[config.mk]
export PLATFORM = sky130hd
export DESIGN_NAME = prefetch_queue
export DESIGN_NICKNAME = d
export VERILOG_FILES = /design/src/rtl/prefetch_queue.sv
export SDC_FILE = /design/constraint.sdc
export NUM_CORES = 1
export LEC_CHECK = 0
export ABC_AREA = 1
export ABC_CLOCK_PERIOD_IN_PS = 6300
export CELL_PAD_IN_SITES_DETAIL_PLACEMENT = 1
export CELL_PAD_IN_SITES_GLOBAL_PLACEMENT = 2
export CORE_AREA = 3 3 215 217
export CTS_CLUSTER_DIAMETER = 60
export DETAILED_ROUTE_END_ITERATION = 8
export DIE_AREA = 0 0 218 220
export PLACE_DENSITY = 0.76
export SYNTH_ARGS = -nofsm -noshare
export SYNTH_HDL_FRONTEND = slang
export SYNTH_SLANG_ARGS = --single-unit
[constraint.sdc]
create_clock -name clk -period 6.3 [get_ports clk]
set_input_delay 0.63 -clock clk [delete_from_list [all_inputs] [get_ports clk]]
set_output_delay 0.63 -clock clk [all_outputs]
set_load 0.02 [all_outputs]
[src/rtl/prefetch_queue.sv]
`timescale 1ns / 1ps
// prefetch_queue: instruction prefetch queue between a 1-cycle-latency instruction
// memory and the decoder. It keeps its own fetch PC, issues sequential word requests
// while space is guaranteed, buffers {pc, instr} pairs, and flushes on redirect.
//
// Ports:
//   clk, rst            clock, synchronous active-high reset
//   imem_req/imem_addr  fetch request and word-aligned address (addr = fetch PC)
//   imem_rdata          instruction word, valid the cycle after a request
//   redirect/redirect_pc flush queue and restart fetch at redirect_pc (bits [1:0] forced 0)
//   out_valid/out_ready head-entry handshake towards the decoder
//   out_instr/out_pc    head entry (NOP / 0 when empty)
//   count               number of queued entries
module prefetch_queue #(
    parameter int unsigned     XLEN     = 32,
    parameter int unsigned     DEPTH    = 4,
    parameter logic [XLEN-1:0] RESET_PC = '0
) (
    input  logic                     clk,
    input  logic                     rst,
    output logic                     imem_req,
    output logic [XLEN-1:0]          imem_addr,
    input  logic [31:0]              imem_rdata,
    input  logic                     redirect,
    input  logic [XLEN-1:0]          redirect_pc,
    output logic                     out_valid,
    input  logic                     out_ready,
    output logic [31:0]              out_instr,
    output logic [XLEN-1:0]          out_pc,
    output logic [$clog2(DEPTH):0]   count
);

    localparam int unsigned PtrW = $clog2(DEPTH);
    localparam int unsigned CntW = PtrW + 1;
    localparam logic [31:0] Nop  = 32'h0000_0013;

    logic [XLEN-1:0] fpc_q;
    logic [XLEN-1:0] req_pc_q;
    logic            inflight_q;
    logic [CntW-1:0] count_q;
    logic [PtrW-1:0] rd_ptr_q;
    logic [PtrW-1:0] wr_ptr_q;

    logic [31:0]     instr_mem [DEPTH];
    logic [XLEN-1:0] pc_mem    [DEPTH];

    logic            push;
    logic            pop;
    logic [CntW:0]   occupancy;

    logic unused_redirect_lsb;
    assign unused_redirect_lsb = ^redirect_pc[1:0];

    // Reserve a slot for the outstanding response so a request is only issued when
    // its data is guaranteed a place; a same-cycle pop is deliberately not credited.
    assign occupancy = {1'b0, count_q} + (CntW + 1)'(inflight_q);
    assign imem_req  = ~rst & ~redirect & (occupancy < (CntW + 1)'(DEPTH));
    assign imem_addr = fpc_q;

    // A redirect kills both the arriving response and any pop of a flushed entry.
    assign push = inflight_q & ~redirect;
    assign pop  = (count_q != '0) & out_ready & ~redirect;

    always_ff @(posedge clk) begin
        if (rst) begin
            fpc_q      <= RESET_PC;
            req_pc_q   <= '0;
            inflight_q <= 1'b0;
            count_q    <= '0;
            rd_ptr_q   <= '0;
            wr_ptr_q   <= '0;
        end else if (redirect) begin
            fpc_q      <= {redirect_pc[XLEN-1:2], 2'b00};
            inflight_q <= 1'b0;
            count_q    <= '0;
            rd_ptr_q   <= '0;
            wr_ptr_q   <= '0;
        end else begin
            inflight_q <= imem_req;
            if (imem_req) begin
                fpc_q    <= fpc_q + XLEN'(4);
                req_pc_q <= fpc_q;
            end
            if (push) begin
                wr_ptr_q <= wr_ptr_q + 1'b1;
            end
            if (pop) begin
                rd_ptr_q <= rd_ptr_q + 1'b1;
            end
            unique case ({push, pop})
                2'b10:   count_q <= count_q + 1'b1;
                2'b01:   count_q <= count_q - 1'b1;
                default: count_q <= count_q;
            endcase
        end
    end

    // Storage needs no reset; validity is tracked by count_q.
    always_ff @(posedge clk) begin
        if (!rst && push) begin
            instr_mem[wr_ptr_q] <= imem_rdata;
            pc_mem[wr_ptr_q]    <= req_pc_q;
        end
    end

    always_comb begin
        out_valid = ~rst & (count_q != '0);
        out_instr = Nop;
        out_pc    = '0;
        if (out_valid) begin
            out_instr = instr_mem[rd_ptr_q];
            out_pc    = pc_mem[rd_ptr_q];
        end
    end

    assign count = count_q;

    // The request rule reserves space, so a push into a full queue is a design bug.
    assert property (@(posedge clk) disable iff (rst)
        !(push && !pop && (count_q == CntW'(DEPTH))));

endmodule

# --- Word level (Yosys, flattened, before mapping) ---
# Memories as Yosys holds them, arrays and structs flattened. A register that Yosys moved wholly into a read port is not among the register bits.
# Index checks and enable logic that the tools add are counted.
totals:
  register_bits: 72
  mem_bits_rw: 256
  output_inout_bits: 101
  elab_cells: 44
  in_bits: 68
  mem_count: 2
op_classes:
  order_cmp: 1
  n_reduce_logical: 7
  muxes: 11
  add_sub_neg: 6
  n_bitwise: 8
  eq_ne: 2
memory_table:
  columns: ["memory", "words", "word_bits", "read_ports", "rd_clocked_by_memory_dff", "wr", "line", "rtl"]
  rows:
  - ["instr_mem", 4, 32, 1, 1, 1, "44", "logic [31:0] instr_mem [DEPTH];"]
  - ["pc_mem", 4, 32, 1, 1, 1, "45", "logic [XLEN-1:0] pc_mem [DEPTH];"]
ops:
  columns: ["op", "count"]
  rows:
  - ["2-to-1 mux 32 bit", 4]
  - ["adder 32 x 3 -> 32 bit (second input constant)", 1]
  - ["2-to-1 mux 2 bit", 4]
  - ["bitwise AND 1 bit", 6]
  - ["case mux 3 bit (2 select lines)", 1]
  - ["adder 2 x 1 -> 2 bit (second input constant)", 2]
  - ["adder 3 x 1 -> 4 bit", 1]
  - ["less-than comparator 4 x 3 -> 1 bit (second input constant)", 1]
  - ["nonzero test 2 bit", 2]
  - ["adder 3 x 1 -> 3 bit (second input constant)", 1]
  - ["nonzero test 3 bit", 1]
  - ["subtractor 3 x 1 -> 3 bit (second input constant)", 1]
  - ["equality test 2 x 1 -> 1 bit (second input constant)", 1]
  - ["equality test 2 bit (second input constant)", 1]
  - ["2-to-1 mux 1 bit", 2]
  - ["NOT 1 bit", 2]
  - ["AND reduction 2 bit", 1]
  - ["OR reduction 2 bit", 1]
  - ["logical AND 1 bit", 1]
  - ["logical NOT 1 bit", 1]

# --- Logic depth before layout (Yosys ltp) ---
# Gate-level depths: netlist (run 1).
depth:
  ltp_word: 5
  mapped_depth: 11
  depth_no_buf: 10

# --- Worst setup path after synthesis (run 1) ---
# No wires, ideal clock.
synth_timing:
  path_type: "input port to flip-flop"
  start: "input redirect"
  end: "memory instr_mem[0][0], enable pin"
  required_time_ns: 5.818
  setup_time_ns: 0.482
  setup_slack_ns: 2.178
  path_stages: 4
  path_buffers: 1
  t_arrival_ns: 3.640
  cell_sequence: "buf_6 > nor2_4 > nand2_1 > nor2_1"
synth_between:
  elab_chain_len: 5
synth_lines:
  columns: ["element", "line", "rtl"]
  rows:
  - ["from (decl)", "24", "input logic redirect,"]
  - ["NOT 1 bit (no line)", null, null]
  - ["bitwise AND 1 bit", "61", "assign push = inflight_q & ~redirect;"]
  - ["logical AND 1 bit", "100", "if (!rst && push) begin"]
  - ["2-to-1 mux 1 bit", "100", null]
  - ["2-to-1 mux 1 bit (not written as such)", "101", "instr_mem[wr_ptr_q] <= imem_rdata;"]
  - ["to (decl)", "44", null]
# Every way passes these cells.

# --- Worst setup path after layout (run 1) ---
layout_timing:
  start: "input rst"
  end: "output out_pc[30]"
layout_between:
  elab_chain_len: 3
layout_lines:
  columns: ["element", "line", "rtl"]
  rows:
  - ["from (decl)", "20", "input logic rst,"]
  - ["NOT 1 bit", "107", "out_valid = ~rst & (count_q != '0);"]
  - ["bitwise AND 1 bit", "107", null]
  - ["2-to-1 mux 32 bit", "110", "if (out_valid) begin"]
  - ["to (decl)", "29", "output logic [XLEN-1:0] out_pc,"]
# Every way passes these cells.

==> out/qor.csv, run 1 <==
stage,metric,value,unit
status,status,completed,
floorplan,row count,77,
worst_setup_path,WP data arrival,3640,ps
yosys,#FFs+latches synth,318,
route,drt via density,4.67,
floorplan,CORE AREA,44300,µm²
worst_setup_path,CP Max Fanout,34,
final_layout,Final Net Count,1509,
route,Via Count,9587,
yosys,"Cell Area, Synth",13200,µm²
place,Post-DP HPWL,23.4,mm
sta,Slew headroom,0.283,
power_and_ir_drop,Power Internal,0.00368,W
worst_setup_path,RR Startpoint,count[1],
sta,Max Fclk,234,MHz
yosys,Synth Warn #,0,
worst_setup_path,CP bufs+invs,4,
final_layout,multi-input logic area,3730,µm²
worst_setup_path,reg2reg setup slack,3970,ps
sta,skew final,13.4,ps
worst_setup_path,critical path class,in -> out,
worst_setup_path,Reg2Reg Depth,7,
yosys,ys flop type,edfxtp_1,
power_and_ir_drop,worst vdd ir,155,µV
sta,RSZ-0062 raised after global routing,no,
place,GPL Wtd Cong,0.834,
power_and_ir_drop,Pwr per Cell Area,284,nW/µm²
place,DP Area,15400,µm²
floorplan,initial core utilization,0.299,
worst_setup_path,critical path launch point,rst,
sta,final worst slack,2030,ps
clock_network,CTS buffer count,37,
power_and_ir_drop,Sw Ratio,0.220,
hold_path,Worst Hold Depth,2,
worst_setup_path,worst endpoint required time,5670,ps
sta,worst hold slack,461,ps
global_route,initial antenna violation count,0,
sta,"Slew Viols, Final",0,
floorplan,Chip Width,218,µm
power_and_ir_drop,clock power share,0.453,
floorplan,Ports,169,
route,WL final,37.8,mm
worst_setup_path,CP Launch Type,primary input,
clock_network,hold_buf cts,0,
yosys,number of enable flip-flop cells after synthesis,248,
final_layout,"most common cell after layout, fill and taps aside",nor2_1,
final_layout,Sequential cell area,8850,µm²
global_route,vias in the first global route,10100,
power_and_ir_drop,NetSw,0.00104,W
clock_network,H-tree Lvls,2,
route,drt wl/cell,18.4,µm
global_route,global-route usage over all layers,0.156,
yosys,Async SR Flop Fraction,0,
sta,final setup TNS,0,ps
global_route,first-pass GRT wire length,57.9,mm
hold_path,hold wc startpoint,rd_ptr_q[1],
clock_network,later-pin clock latency in the skew report,530,ps
worst_setup_path,crit-path most repeated cell,clkdlybuf4s50_1,
power_and_ir_drop,Pleak,5.78,nW
sta,Final setup violation count,0,
hold_path,class of the worst hold path,reg -> reg,
clock_network,Worst-path clk slew,50,ps
power_and_ir_drop,Gate power share,0.052,
job,MaxCap Viol Count,0,
final_layout,fill cell count,4944,
final_layout,area grow syn2layout,25.5,%
yosys,synth unique cells,40,
worst_setup_path,slowest CP cell,clkdlybuf4s50_1,
sta,post-route clock period utilization,0.678,
route,post-route ant nets,0,
worst_setup_path,worst stage delay on the critical path,690,ps
yosys,Synth Instances,1288,
final_layout,final instance area,16600,µm²
power_and_ir_drop,sequential share of power,0.495,
clock_network,Max clock buf depth,3,
clock_network,CTS tree,done,
place,IO Port Bufs,162,
place,placed cells,1987,
final_layout,share of layout cells above drive strength 1,0.0609,
worst_setup_path,Critical Path End Type,output pin,
place,DP Worst Slack,2020,ps
final_layout,final cell count without fillers,2053,
worst_setup_path,FF-to-FF End,imem_addr[16],
clock_network,Clock Sink Count,318,
yosys,Synth Area per Inst,10.3,µm²
final_layout,"commonest cells after routing, fill and taps aside","nor2_1 (327), edfxtp_1 (248), clkdlybuf4s50_1 (162)",
route,1st-iter DRT viols,435,
yosys,register area share after synthesis,0.668,
clock_network,Post-CTS Setup Inserts,0,
sta,Hold Fails Final Rpt,0,
floorplan,Die Area,48000,µm²
clock_network,# resized after CTS,0,
floorplan,die height,220,µm
global_route,Overflow after GRT,0,
clock_network,Root Buffer,clkbuf_16,
global_route,largest net degree at the start of global routing,83,
worst_setup_path,"delay-heaviest family, CP",buffers and inverters,
sta,Tmin final,4270,ps
sta,Tightest Pin Transition,1070,ps
route,# DRC,0,
worst_setup_path,"critical path, cell by cell","clkdlybuf4s50_1, nor2_1, inv_2, buf_4, a21oi_1, clkdlybuf4s50_1",
final_layout,antenna diode instance count,0,
route,router iterations before antenna repair,4,
flip-flops by register name, summed over array words and instances (netlist names), named ones only:
signal / flops
instr_mem: 128
imem_addr: 30
inflight_q: 1
rd_ptr_q: 2
pc_mem: 120
count: 3
req_pc_q: 30
wr_ptr_q: 2
worst max-delay path by stage:
stage                           end  slack, ps  depth (start not counted)
floorplan           instr_mem[0][0]       2180                          4
global placement         out_pc[30]       2120                          6
detailed placement       out_pc[30]       2020                          6
CTS                    out_instr[0]       1920                          7
global route           out_instr[0]       1630                          5
finish                   out_pc[30]       2030                          6
cell usage after synthesis, types with 2 or more instances:
library cell | number | area, µm²
ha_1 | 6 | 75.1
clkbuf_1 | 41 | 154
o211ai_1 | 2 | 15.0
nand3_1 | 40 | 200
a211oi_2 | 3 | 37.5
buf_1 | 2 | 7.51
a31oi_1 | 8 | 50.1
inv_1 | 82 | 308
nand3b_1 | 5 | 37.5
a211oi_1 | 6 | 45.0
o311ai_0 | 3 | 26.3
nor2_1 | 331 | 1240
nor3_1 | 11 | 55.1
buf_6 | 6 | 67.6
dfxtp_1 | 70 | 1400
xor2_1 | 4 | 35.0
o21ai_0 | 157 | 786
nand2_1 | 123 | 462
nand4_1 | 7 | 43.8
buf_4 | 6 | 45.0
buf_2 | 15 | 75.1
inv_2 | 3 | 11.3
o21ai_1 | 3 | 15.0
edfxtp_1 | 248 | 7450
a21oi_1 | 91 | 455
per-layer routing:
layer / track usage / wire, µm
met2: 0.261 / 17800
met1: 0.213 / 17800
met3: 0.0250 / 1560
met4: 0.0391 / 694
met5: 0 / 0
layout make-up:
| class | count | share of cell area |
|---|---|---|
| inverter | 86 | 0.0196 |
| sequential | 318 | 0.532 |
| tap | 592 | 0.0445 |
| clock inverter | 23 | 0.0148 |
| timing repair buffer | 176 | 0.105 |
| clock buffer | 43 | 0.0589 |
| multi-input combinational | 815 | 0.224 |
power by group through the flow:
stage	Combinational (W)	Sequential [W]	Clock [W]
floorplan	0.000115	0.00238	0
global placement	0.000244	0.00238	0
detailed placement	0.000248	0.00238	0
CTS	0.000250	0.00234	0.00221
global route	0.000272	0.00234	0.00230
finish	0.000246	0.00234	0.00214
through the flow:
stage | utilization | power, W
after CTS | 0.375 | 0.00479
after global placement | 0.348 | 0.00262
final | 0.375 | 0.00472
after floorplan | - | 0.00249
after detailed placement | 0.348 | 0.00263
after global routing | 0.375 | 0.00491
worst min-delay path, cell delays in order, from the launching register on:
cell	delay [ps]
dfxtp_1	290
inv_1	60
a21oi_1	70
cells by family (layout without fill, tap and decap cells):
logic type / count (synthesis) / count (layout) / synth area share
buffers and inverters: 158 / 328 / 0.0536
AOI/OAI and AO/OA: 277 / 277 / 0.110
and+or+nand+nor: 523 / 523 / 0.158
xor gates and xnor gates: 4 / 4 / 0.00264
DFF: 318 / 318 / 0.668
other: 1 / 4 / 0.000283
adders and majority gates: 7 / 7 / 0.00718
(Power assumes the default switching activity.)
==> inputs of run 2 (changes only) <==
--- a/config.mk
+++ b/config.mk
@@ -6,7 +6,7 @@
 export NUM_CORES = 1
 export LEC_CHECK = 0
 export ABC_AREA = 1
-export ABC_CLOCK_PERIOD_IN_PS = 6300
+export ABC_CLOCK_PERIOD_IN_PS = 4500
 export CELL_PAD_IN_SITES_DETAIL_PLACEMENT = 1
 export CELL_PAD_IN_SITES_GLOBAL_PLACEMENT = 2
 export CORE_AREA = 3 3 215 217
==> constraint.sdc (replaced) <==
create_clock -name clk -period 4.5 [get_ports clk]
set_input_delay 0.45 -clock clk [delete_from_list [all_inputs] [get_ports clk]]
set_output_delay 0.45 -clock clk [all_outputs]
set_load 0.02 [all_outputs]
==> out/qor.csv, run 2 (synthesis gave the netlist of run 1 again) <==
stage,metric,value,unit,change
sta,"Slew Viols, Final",0,,unchanged
final_layout,max reg flops,128,,unchanged
route,WL final,38.1,mm,+0.78%
global_route,global-route usage over all layers,0.158,,+0.00219
global_route,vias in the first global route,10100,,+0.22%
final_layout,area grow syn2layout,25.7,%,
sta,post-route clock period utilization,0.849,,
floorplan,row count,77,,unchanged
worst_setup_path,worst endpoint required time,4050,ps,-1620 ps
clock_network,# resized after CTS,0,,unchanged
route,1st-iter DRT viols,499,,+15%
worst_setup_path,worst stage delay on the critical path,910,ps,+220 ps
route,# DRC,0,,unchanged
worst_setup_path,CP Max Fanout,96,,+180%
worst_setup_path,worst setup path endpoint,out_pc[20],,
floorplan,initial core utilization,0.299,,unchanged
route,post-route ant nets,0,,unchanged
power_and_ir_drop,Pleak,5.80,nW,+0.30%
sta,Hold Fails Final Rpt,0,,unchanged
clock_network,CTS tree,done,,
worst_setup_path,critical path class,reg -> out,,
worst_setup_path,slowest CP cell,buf_4,,
global_route,busiest layer in global routing,met2,,
worst_setup_path,reg2reg setup slack,2270,ps,-1700 ps
worst_setup_path,Reg2Reg Depth,8,,+1
route,drt via density,4.69,,+0.43%
floorplan,die height,220,µm,unchanged
floorplan,CORE AREA,44300,µm²,unchanged
power_and_ir_drop,worst vdd ir,214,µV,+38%
clock_network,Worst-path clk slew,50,ps,about the same
sta,worst hold slack,465,ps,+3.90 ps
sta,final worst slack,681,ps,-1350 ps
worst_setup_path,CP Launch Type,flop,,
sta,Slew headroom,0.242,,-0.0402
route,Via Count,9666,,+0.82%
hold_path,class of the worst hold path,reg -> reg,,
status,status,completed,,
global_route,first-pass GRT wire length,58.4,mm,+1.0%
final_layout,"most common cell after layout, fill and taps aside",nor2_1,,
place,Post-DP HPWL,23.4,mm,-0.29%
floorplan,Chip Width,218,µm,unchanged
final_layout,"commonest cells after routing, fill and taps aside","nor2_1 (327), edfxtp_1 (248), clkdlybuf4s50_1 (162)",,
sta,Final setup violation count,0,,unchanged
worst_setup_path,FF-to-FF End,imem_addr[24],,
route,drt wl/cell,18.5,µm,+0.39%
place,DP Worst Slack,1150,ps,-872 ps
global_route,initial antenna violation count,0,,unchanged
place,GPL Wtd Cong,0.854,,+2.3%
clock_network,Root Buffer,clkbuf_16,,
clock_network,CTS buffer count,38,,+2.7%
sta,Tightest Pin Transition,1140,ps,+62.8 ps
sta,skew final,16.8,ps,+3.37 ps
floorplan,Ports,169,,unchanged
power_and_ir_drop,Pwr per Cell Area,389,nW/µm²,+37%
final_layout,antenna diode instance count,0,,unchanged
floorplan,Die Area,48000,µm²,unchanged
worst_setup_path,Critical Path End Type,output pin,,
clock_network,Clock Sink Count,318,,unchanged
global_route,Overflow after GRT,0,,unchanged
clock_network,Max clock buf depth,3,,unchanged
clock_network,Post-CTS Setup Inserts,0,,unchanged
final_layout,Top Registers,"instr_mem x128, pc_mem x120",,
sta,Tmin final,3820,ps,
global_route,met1 GRT Util,0.208,,-0.00450
worst_setup_path,"critical path, cell by cell","buf_4, nor2_1, nor2_1, o21ai_0, a21oi_1, clkdlybuf4s50_1",,
clock_network,later-pin clock latency in the skew report,540,ps,about the same
worst_setup_path,RR Startpoint,count[1],,
clock_network,H-tree Lvls,2,,unchanged
global_route,largest net degree at the start of global routing,97,,+17%
route,router iterations before antenna repair,4,,unchanged
worst_setup_path,Crit path depth,6,,unchanged
worst_setup_path,WP data arrival,3370,ps,-270 ps
sta,RSZ-0062 raised after global routing,no,,
worst_setup_path,crit-path most repeated cell,nor2_1,,
worst_setup_path,CP bufs+invs,2,,-2
final_layout,Final Net Count,1515,,+0.40%
sta,Max Fclk,262,MHz,
job,MaxCap Viol Count,0,,unchanged
sta,final setup TNS,0,ps,unchanged
global_route,met2 Resource Use GR,0.268,,+0.00747
final_layout,share of layout cells above drive strength 1,0.0606,,-0.000332
place,IO Port Bufs,162,,unchanged
final_layout,largest register by flop count,instr_mem,,
final_layout,fill cell count,4951,,+0.14%
worst_setup_path,"delay-heaviest family, CP",buffers and inverters,,
global_route,routing usage on met3,0.0342,,+0.00924
clock_network,hold_buf cts,0,,unchanged
## run 2: through the flow
stage	power, W	util	instance area (µm²)	instances
after floorplan	0.00349	-	13300	1291
after global placement	0.00368	0.349	15500	1992
after detailed placement	0.00368	0.349	15500	1992
after CTS	0.00659	0.376	16700	2061
after global routing	0.00674	0.376	16700	2061
final	0.00648	0.376	16700	2061
## run 2: how the worst min path moves through the flow
stage | from | to | cells after the start
after floorplan | rd_ptr_q[1] | flop | 2
after global placement | rd_ptr_q[1] | flop | 2
after detailed placement | rd_ptr_q[1] | flop | 2
after CTS | redirect_pc[13] | imem_addr[13] | 3
after global routing | redirect_pc[13] | imem_addr[13] | 3
final | rd_ptr_q[1] | flop | 2
## run 2: area by class of cell
cell class | instances | area (µm²) | share of cell area
clock inverters | 21 | 155 | 0.00932
flip-flops and latches | 318 | 8850 | 0.532
repair buffers | 181 | 1840 | 0.110
inverters | 86 | 327 | 0.0196
well taps | 592 | 741 | 0.0445
multi-input cells | 815 | 3730 | 0.224
clock buffers | 48 | 1010 | 0.0606
## run 2: layer usage
layer,part of all wire,vias to the layer above
li1,-,4698
met4,0.017,0
met5,0,-
met3,0.045,48
met2,0.48,195
met1,0.46,4725
## run 2: report_power, final
group | switching, W | total, W | leakage, nW | internal [W]
sequential | 0.0000577 | 0.00327 | 2.88 | 0.00321
combinational | 0.000203 | 0.000351 | 2.35 | 0.000148
clock | 0.00116 | 0.00286 | 0.575 | 0.00170
## run 2: worst reg2reg max path: stages, from the launching register on
cell and delay [ps]:
dfxtp_1 350, nand3_1 140, nand3_2 320, inv_4 400, buf_4 470, nand2_1 170
nand3_1 100, nand2_1 70, a21oi_1 130
